===== src/rtl/sccb_target_if.sv =====
// SCCB target bus bundle: pad-side SIO_C/SIO_D plus the register-write
// observation and status outputs.
interface sccb_target_if;
    logic       sio_c_i;
    logic       sio_d_i;
    logic       sio_d_oe;
    logic       wr_strobe;
    logic [7:0] wr_addr;
    logic [7:0] wr_data;
    logic       busy;
    logic [7:0] sub_addr;

    modport slave (
        input  sio_c_i, sio_d_i,
        output sio_d_oe, wr_strobe, wr_addr, wr_data, busy, sub_addr
    );

    modport master (
        output sio_c_i, sio_d_i,
        input  sio_d_oe, wr_strobe, wr_addr, wr_data, busy, sub_addr
    );
endinterface


===== src/rtl/sccb_target.sv =====
// SCCB/I2C-style camera-side target with a 256x8 register file that mimics an
// OV7670-class sensor; oversamples SIO_C/SIO_D and drives SIO_D open-drain.
module sccb_target #(
    parameter logic [6:0] DEV_ADDR    = 7'h21,
    parameter int         SYNC_STAGES = 2,
    parameter logic [7:0] PID_VALUE   = 8'h76,
    parameter logic [7:0] VER_VALUE   = 8'h73
) (
    input logic          clk,
    input logic          reset,
    sccb_target_if.slave bus
);

    typedef enum logic [3:0] {
        IDLE, DEV, ACK_DEV, SUB, ACK_SUB, WDATA, ACK_WDATA, RDATA, RD_NA, IGNORE
    } state_t;

    logic [SYNC_STAGES-1:0] c_sync_q, d_sync_q;
    logic                   c_prev_q, d_prev_q;
    logic                   c_s, d_s;
    logic                   c_rise, c_fall, start_det, stop_det;

    state_t     state_q;
    logic [3:0] cnt_q;
    logic [7:0] sh_q;
    logic       ack_q;
    logic       rw_q;
    logic       oe_q;
    logic       strb_q;
    logic [7:0] wr_addr_q;
    logic [7:0] wr_data_q;
    logic       busy_q;
    logic [7:0] sub_addr_q;
    logic [7:0] regs_q [256];
    logic [7:0] rx_byte;
    logic [7:0] rd_byte;

    function automatic logic is_ro(input logic [7:0] a);
        return (a == 8'h0A) || (a == 8'h0B) || (a == 8'h1C) || (a == 8'h1D);
    endfunction

    function automatic logic [7:0] reg_default(input logic [7:0] a);
        case (a)
            8'h0A:   return PID_VALUE;
            8'h0B:   return VER_VALUE;
            8'h1C:   return 8'h7F;
            8'h1D:   return 8'hA2;
            default: return 8'h00;
        endcase
    endfunction

    // Pad synchronizers run freely so the chain is always primed with the
    // live bus level; reset only acts on the protocol state below.
    always_ff @(posedge clk) begin
        c_sync_q <= {c_sync_q[SYNC_STAGES-2:0], bus.sio_c_i};
        d_sync_q <= {d_sync_q[SYNC_STAGES-2:0], bus.sio_d_i};
        c_prev_q <= c_sync_q[SYNC_STAGES-1];
        d_prev_q <= d_sync_q[SYNC_STAGES-1];
    end

    assign c_s       = c_sync_q[SYNC_STAGES-1];
    assign d_s       = d_sync_q[SYNC_STAGES-1];
    assign c_rise    = c_s & ~c_prev_q;
    assign c_fall    = ~c_s & c_prev_q;
    assign start_det = c_s & c_prev_q & d_prev_q & ~d_s;
    assign stop_det  = c_s & c_prev_q & ~d_prev_q & d_s;
    assign rx_byte   = {sh_q[6:0], d_s};
    assign rd_byte   = regs_q[sub_addr_q];

    always_ff @(posedge clk) begin
        if (reset) begin
            state_q    <= IDLE;
            cnt_q      <= 4'd0;
            sh_q       <= 8'h00;
            ack_q      <= 1'b0;
            rw_q       <= 1'b0;
            oe_q       <= 1'b0;
            strb_q     <= 1'b0;
            wr_addr_q  <= 8'h00;
            wr_data_q  <= 8'h00;
            busy_q     <= 1'b0;
            sub_addr_q <= 8'h00;
            for (int i = 0; i < 256; i++) begin
                regs_q[i] <= reg_default(8'(i));
            end
        end else begin
            strb_q <= 1'b0;
            if (start_det) begin
                state_q <= DEV;
                cnt_q   <= 4'd0;
                ack_q   <= 1'b0;
                oe_q    <= 1'b0;
                busy_q  <= 1'b1;
            end else if (stop_det) begin
                state_q <= IDLE;
                ack_q   <= 1'b0;
                oe_q    <= 1'b0;
                busy_q  <= 1'b0;
            end else begin
                case (state_q)
                    IDLE, IGNORE: oe_q <= 1'b0;
                    DEV, SUB, WDATA: begin
                        if (c_rise) begin
                            sh_q  <= rx_byte;
                            cnt_q <= cnt_q + 4'd1;
                            if (cnt_q == 4'd7) begin
                                if (state_q == DEV) begin
                                    rw_q    <= rx_byte[0];
                                    state_q <= (rx_byte[7:1] == DEV_ADDR) ? ACK_DEV : IGNORE;
                                end else if (state_q == SUB) begin
                                    sub_addr_q <= rx_byte;
                                    state_q    <= ACK_SUB;
                                end else begin
                                    if (!is_ro(sub_addr_q)) begin
                                        regs_q[sub_addr_q] <= rx_byte;
                                        strb_q             <= 1'b1;
                                        wr_addr_q          <= sub_addr_q;
                                        wr_data_q          <= rx_byte;
                                    end
                                    sub_addr_q <= sub_addr_q + 8'd1;
                                    state_q    <= ACK_WDATA;
                                end
                            end
                        end
                    end
                    // First c_fall pulls the ACK low, the second ends the ACK slot.
                    ACK_DEV, ACK_SUB, ACK_WDATA: begin
                        if (c_fall) begin
                            if (!ack_q) begin
                                oe_q  <= 1'b1;
                                ack_q <= 1'b1;
                            end else begin
                                ack_q <= 1'b0;
                                cnt_q <= 4'd0;
                                if (state_q == ACK_DEV && rw_q) begin
                                    oe_q    <= ~rd_byte[7];
                                    sh_q    <= {rd_byte[6:0], 1'b0};
                                    cnt_q   <= 4'd1;
                                    state_q <= RDATA;
                                end else begin
                                    oe_q    <= 1'b0;
                                    state_q <= (state_q == ACK_DEV) ? SUB : WDATA;
                                end
                            end
                        end
                    end
                    RDATA: begin
                        if (c_fall) begin
                            if (cnt_q == 4'd8) begin
                                oe_q    <= 1'b0;
                                ack_q   <= 1'b0;
                                state_q <= RD_NA;
                            end else begin
                                oe_q  <= ~sh_q[7];
                                sh_q  <= {sh_q[6:0], 1'b0};
                                cnt_q <= cnt_q + 4'd1;
                            end
                        end
                    end
                    // ack_q marks a master ACK seen; the next byte starts on the following c_fall.
                    RD_NA: begin
                        if (c_rise && !ack_q) begin
                            if (d_s) begin
                                state_q <= IGNORE;
                            end else begin
                                sub_addr_q <= sub_addr_q + 8'd1;
                                ack_q      <= 1'b1;
                            end
                        end else if (c_fall && ack_q) begin
                            ack_q   <= 1'b0;
                            oe_q    <= ~rd_byte[7];
                            sh_q    <= {rd_byte[6:0], 1'b0};
                            cnt_q   <= 4'd1;
                            state_q <= RDATA;
                        end
                    end
                    default: begin
                        oe_q    <= 1'b0;
                        state_q <= IDLE;
                    end
                endcase
            end
        end
    end

    assign bus.sio_d_oe  = oe_q;
    assign bus.wr_strobe = strb_q;
    assign bus.wr_addr   = wr_addr_q;
    assign bus.wr_data   = wr_data_q;
    assign bus.busy      = busy_q;
    assign bus.sub_addr  = sub_addr_q;

endmodule


===== src/flat_wrapper.sv =====
// flat-port wrapper written by rule: the top's interface ports become plain ports
module sccb_target_flat 
#(
    parameter logic [6:0] DEV_ADDR    = 7'h21,
    parameter int         SYNC_STAGES = 2,
    parameter logic [7:0] PID_VALUE   = 8'h76,
    parameter logic [7:0] VER_VALUE   = 8'h73
)
  (clk, reset, bus_sio_c_i, bus_sio_d_i, bus_sio_d_oe, bus_wr_strobe, bus_wr_addr, bus_wr_data, bus_busy, bus_sub_addr);
  sccb_target_if bus_i ();
  input logic clk;
  input logic reset;
  input wire logic [$bits(bus_i.sio_c_i)-1:0] bus_sio_c_i;
  input wire logic [$bits(bus_i.sio_d_i)-1:0] bus_sio_d_i;
  output wire logic [$bits(bus_i.sio_d_oe)-1:0] bus_sio_d_oe;
  output wire logic [$bits(bus_i.wr_strobe)-1:0] bus_wr_strobe;
  output wire logic [$bits(bus_i.wr_addr)-1:0] bus_wr_addr;
  output wire logic [$bits(bus_i.wr_data)-1:0] bus_wr_data;
  output wire logic [$bits(bus_i.busy)-1:0] bus_busy;
  output wire logic [$bits(bus_i.sub_addr)-1:0] bus_sub_addr;
  assign bus_i.sio_c_i = bus_sio_c_i;
  assign bus_i.sio_d_i = bus_sio_d_i;
  assign bus_sio_d_oe = bus_i.sio_d_oe;
  assign bus_wr_strobe = bus_i.wr_strobe;
  assign bus_wr_addr = bus_i.wr_addr;
  assign bus_wr_data = bus_i.wr_data;
  assign bus_busy = bus_i.busy;
  assign bus_sub_addr = bus_i.sub_addr;
  sccb_target #(.DEV_ADDR(DEV_ADDR), .SYNC_STAGES(SYNC_STAGES), .PID_VALUE(PID_VALUE), .VER_VALUE(VER_VALUE)) u_core (.clk(clk), .reset(reset), .bus(bus_i));
endmodule

===== config.mk =====
export PLATFORM = sky130hd
export DESIGN_NAME = sccb_target_flat
export DESIGN_NICKNAME = d
export VERILOG_FILES = /design/src/rtl/sccb_target_if.sv /design/src/rtl/sccb_target.sv /design/src/flat_wrapper.sv
export SDC_FILE = /design/constraint.sdc
export NUM_CORES = 2
export LEC_CHECK = 0
export ABC_CLOCK_PERIOD_IN_PS = 4700
export CAP_MARGIN = 10
export CORE_UTILIZATION = 64
export CTS_CLUSTER_SIZE = 24
export DETAILED_ROUTE_END_ITERATION = 10
export PLACE_DENSITY = 0.8
export SYNTH_ARGS = -nofsm -noshare
export SYNTH_HDL_FRONTEND = slang
export SYNTH_SLANG_ARGS = --single-unit

===== constraint.sdc =====
create_clock -name clk -period 4.7 [get_ports clk]
set_input_delay 0.94 -clock clk [delete_from_list [all_inputs] [get_ports clk]]
set_output_delay 0.94 -clock clk [all_outputs]
set_load 0.005 [all_outputs]

* Word level (Yosys, flattened, before mapping)
Memory sizes are Yosys's and may differ from the RTL's. A register that Yosys moved wholly into a read port is not among the register bits.
Index checks and enable logic that the tools add are counted.
** Word-level totals
- Register bits after elaboration :: 51
- Latch bits :: 0
- Bits in writable memories :: 2048
- ROM bits :: 0
- Logic and storage cells :: 189
- Memories kept :: 1
** Memory list
- u_core.regs_q :: depth 256, width 8, rd ports 1, clocked after memory_dff 1, wr ports 256, line sccb_target.sv:34 : logic [7:0] regs_q [256];
** Operators by class
- Add/sub/neg operators :: 2
- Multipliers :: 0
- Divide/modulo/power cells :: 0
- Order comparisons :: 0
- Equality and inequality tests :: 41
- Shift operators :: 0
- Muxes and demuxes :: 82
- Bitwise logic cells :: 20
- Reductions and logical operators :: 27
** Operators with widths (number)
- $mux W8 :: 23
- $mux W4 :: 19
- $mux W1 :: 32
- $pmux W8 S4 :: 1
- $reduce_and A9 Y1 :: 3
- $ne A4 B1 Y1 const B :: 6
- $eq A4 B3 Y1 const B :: 5
- $pmux W4 S5 :: 1
- $ne A2 B1 Y1 const B :: 9
- $eq A8 B4 Y1 const B :: 2
- $eq A8 B5 Y1 const B :: 2
- $pmux W4 S4 :: 1
- $pmux W8 S2 :: 1
- $reduce_and A8 Y1 :: 2
- $not A1 Y1 :: 13
- $eq A4 B4 Y1 const B :: 3
- $reduce_and A6 Y1 :: 2
- $reduce_and A11 Y1 :: 1
- $reduce_or A3 Y1 :: 3
- $add A8 B1 Y8 const B :: 1
- $eq A4 B2 Y1 const B :: 2
- $ne A2 B2 Y1 const B :: 4
- $reduce_or A8 Y1 :: 1
- $and A1 B1 Y1 :: 7
- other kinds (21) :: 28

* Longest topological paths before layout
- Depth in word-level cells :: 16
- Gate-level depth with buffers :: 16

* Worst setup path before layout
No wires, ideal clock.
- Kind :: flip-flop to flip-flop
- Start :: register u_core.sub_addr_q[0], in the netlist u_core.bus.sub_addr[0]
- End :: memory u_core.regs_q[211][0] (enable)
- Arrival :: 3.245 ns
- Path slack :: 1.071 ns
- Cell stages (with the launch flop) :: 15
- Clock period less this slack :: 3.629 ns
- Cells stage by stage :: dfxtp_1 > inv_1 > ha_1 > buf_2 > o211ai_1 > nor2_1 > or4b_1 > buf_2 > nand2b_4 > buf_6 > inv_4 > buf_12 > nand3_4 > buf_2 > o21ai_0
** RTL lines
- start: declaration :: line sccb_target.sv:33 : logic [7:0] sub_addr_q;
- start signal: assignment :: line sccb_target.sv:111 : sub_addr_q <= rx_byte;
- start signal: assignment :: line sccb_target.sv:120 : sub_addr_q <= sub_addr_q + 8'd1;
- start signal: assignment :: line sccb_target.sv:166 : sub_addr_q <= sub_addr_q + 8'd1;
- end: declaration :: line sccb_target.sv:34

==> flow_summary.toml <==
[yosys]
ys_seq_elements = 2107
synth_area_per_cell_um2 = 13.8
synth_seq_area_share_pct = 67.0
mappedNetlistArea_um2 = 93600
synth_simple_gate_area_share_pct = 12.5
synth_ff_type = "sky130_fd_sc_hd__edfxtp_1"
async_flop_share_pct = 0
synth_xor_area_share_pct = 0.0187
synth.lib_cells_used.distinct = 75
synth_compound_area_share_pct = 3.24
synth_mux_area_share_pct = 13.9
netlist_instances = 6790
synth_adder_area_share_pct = 0.0802
synth_edf_count = 2048
synth_top_family_by_area = "multiplexers"
yosysWarnings = 0

[power]
net-switching-power_mw = 10.3
combinationalPowerShare_pct = 9.8
p_leak_nw = 32.9
pwr-share-clk_pct = 38.3
total_power_mw = 42.2
share_seq_of_total_power_pct = 51.8
power.density_cell_area_nw_per_um2 = 410
power_report.internal_total_mw = 31.9
netSwitchingFraction_pct = 24.4
worst_ir_drop_vdd_uv = 469

[setup_path]
critical_path.startpoint_type = "register"
endpoint_kind = "register"
cp_data_required_time_ps = 5240
critPathMaxFanout = 21
path_class = "reg2reg"
cp_data_arrival_time_ps = 4990

[clock_tree]
number_of_buffers_added_by_the_clock_tree_synthesis_step = 203
ctsLongestPathBuffers = 3
clk-insertion-delay-late_ps = 860
cts-htree-levels = 4
numClockSinks = 2107
clock-root-buffer = "sky130_fd_sc_hd__clkbuf_16"
tritoncts = "yes"
clkSlewWorstSetupHoldPaths_ps = 70
cts_setup_buffers = 0
hold_buffers = 0
post_cts_resized = 0

[floorplan]
fp.coreArea_um2 = 144000
design.portCount = 31
initial_core_util_pct = 64.8
area_of_the_die_um2 = 148000
rows = 139
dieWidth_um = 384
die_y_um = 384

[timing]
worst_slew_margin_rel_pct = 3.24
finalCritPeriodShare_pct = 94.6
worst_hold_slack_ps = 330
worst_slew_pin_slew_ps = 1450
maxSlewViolCount = 0
skew_ps = 42.3
timing.final.hold_violations = 0
grt_setup_unrepaired = "no"
setup_viol = 0
min_period_ps = 4440
setup_tns_ps = 0
achievable-frequency_mhz = 225

[grt]
all_layer_global_routing_usage_pct = 38.0
grt_overflow = 0
grt_antenna_before_repair = 10
grt_pass1_vias = 60200
grt_max_degree = 153
grt_pass1_wl_mm = 402

[layout]
final_cell_count_no_fill = 8816
area_growth_pct = 9.94
most-common-layout-cells = "2048 x sky130_fd_sc_hd__edfxtp_1, 1967 x sky130_fd_sc_hd__nor2_1, 539 x sky130_fd_sc_hd__nand2_1, 485 x sky130_fd_sc_hd__mux4_2, 299 x sky130_fd_sc_hd__buf_4"
storage_cell_area_um2 = 62700
final_nets = 6742
multi_input_comb_area_um2 = 28100
fraction_of_layout_cells_with_a_size_suffix_above_1_pct = 17.4
mostFrequentLayoutCell = "sky130_fd_sc_hd__edfxtp_1"
layout.filler_cells = 8751

[placed_design]
place.detailed.hpwl_mm = 178
io_buffer_count = 30
gp_routability_congestion = 0.981
placedCellCount = 8430

[routing]
wl_met2_mm = 125
drt_iter0_markers = 11300
top_signal_layer_used = "met5"
route.met3.wl_mm = 44.0
pre_antenna_drt_iters = 11
ant_nets = 0
drcViolationCount = 1
drt_wl_total_mm = 278
routed_wire_length_per_instance_um = 31.6
route.vias.total = 61900
drt-met1-wl_mm = 88.4
viasPerCell = 7.02

[flow_run]
timing.max_cap.violations = 0

[status]
run_status = "finished with violations"
violations = "design-rule violations"

[hold_path]
hold_path_class = "reg2reg"
-- power by group through the flow --
stage                     combinational, mW  sequential, mW  clock, mW
after CTS                              4.02            21.8       16.1
after floorplan                        2.72            21.7          0
after global placement                 3.94            22.1          0
after detailed placement               3.99            22.2          0
after global routing                   4.26            21.9       16.8
final                                  4.15            21.9       16.2
-- path summary, 6_finish.rpt --
path / startpoint / end / slack [ps] / cells past startpoint
min reg2reg: u_core.d_sync_q[0] / u_core.d_sync_q[1] / 330 / 0
max: u_core.bus.sub_addr[1] / u_core.regs_q[232][5] / 260 / 10
min: u_core.d_sync_q[0] / u_core.d_sync_q[1] / 330 / 0
max reg2reg: u_core.bus.sub_addr[1] / u_core.regs_q[232][5] / 260 / 10
-- metrics by stage --
step	utilization, %	area [um^2]	setup slack [ps]
floorplan	-	93700	1070
global placement	66.7	96300	437
detailed placement	66.7	96300	514
CTS	71.2	103000	459
global route	71.2	103000	166
finish	71.3	103000	256
-- worst max-delay path: stages, from the launching register on --
cell and delay, ps:
sky130_fd_sc_hd__dfxtp_1 480, sky130_fd_sc_hd__inv_1 100, sky130_fd_sc_hd__ha_1 400, sky130_fd_sc_hd__o211ai_1 300, sky130_fd_sc_hd__nor2_1 90, sky130_fd_sc_hd__or4b_1 560
sky130_fd_sc_hd__nand2b_4 240, sky130_fd_sc_hd__inv_4 390, sky130_fd_sc_hd__nand3_4 280, sky130_fd_sc_hd__o21ai_0 960, sky130_fd_sc_hd__buf_4 280
-- registers in the layout, summed over array words and instances, names as in the netlist, named ones only --
register / flops
u_core.bus.sub_addr: 8
u_core.regs_q: 2048
u_core.rw_q: 1
u_core.state_q: 4
u_core.bus.sio_d_oe: 1
u_core.cnt_q: 4
u_core.ack_q: 1
u_core.bus.wr_data: 8
u_core.bus.wr_strobe: 1
u_core.c_sync_q: 2
u_core.sh_q: 8
u_core.bus.wr_addr: 8
u_core.d_sync_q: 2
u_core.d_prev_q: 1
u_core.c_prev_q: 1
u_core.bus.busy: 1
-- per-layer routing --
metal	vias up	global-route usage, %
li1	24600	-
met1	30400	48.4
met2	5644	57.0
met3	1270	12.9
met4	12	22.7
met5	-	0
-- cell usage after synthesis (31+ instances only) --
cell	number	area share, %
sky130_fd_sc_hd__nand2_1	539	2.2
sky130_fd_sc_hd__buf_1	50	0.20
sky130_fd_sc_hd__buf_4	40	0.32
sky130_fd_sc_hd__a21oi_1	77	0.41
sky130_fd_sc_hd__nor2_1	1969	7.9
sky130_fd_sc_hd__mux4_2	485	12
sky130_fd_sc_hd__dfxtp_1	59	1.3
sky130_fd_sc_hd__a211oi_1	32	0.26
sky130_fd_sc_hd__clkbuf_1	399	1.6
sky130_fd_sc_hd__o21ai_0	152	0.81
sky130_fd_sc_hd__buf_2	142	0.76
sky130_fd_sc_hd__mux2i_1	179	1.9
sky130_fd_sc_hd__o22ai_1	47	0.31
sky130_fd_sc_hd__edfxtp_1	2048	66
sky130_fd_sc_hd__a22oi_1	41	0.33
sky130_fd_sc_hd__nor3_1	31	0.17
sky130_fd_sc_hd__and2_1	122	0.82
-- cells by family after synthesis --
logic type	Yosys count
other cells	2
compound gates	474
xor+xnor	2
mux	691
flops	2107
simple gates	2840
buf+inv	668
fa+ha+maj	6
-- layout make-up --
| cell class | count | area share (%) |
|---|---|---|
| Antenna cell | 9 | 0.0219 |
| Clock buffer | 268 | 5.33 |
| Clock inverter | 109 | 0.997 |
| Inverter | 18 | 0.0766 |
| Multi-Input combinational cell | 4045 | 27.3 |
| Sequential cell | 2107 | 61.0 |
| Tap cell | 1903 | 2.31 |
| Timing Repair Buffer | 357 | 3.00 |
Note: power is estimated with default switching activity, not from simulation.
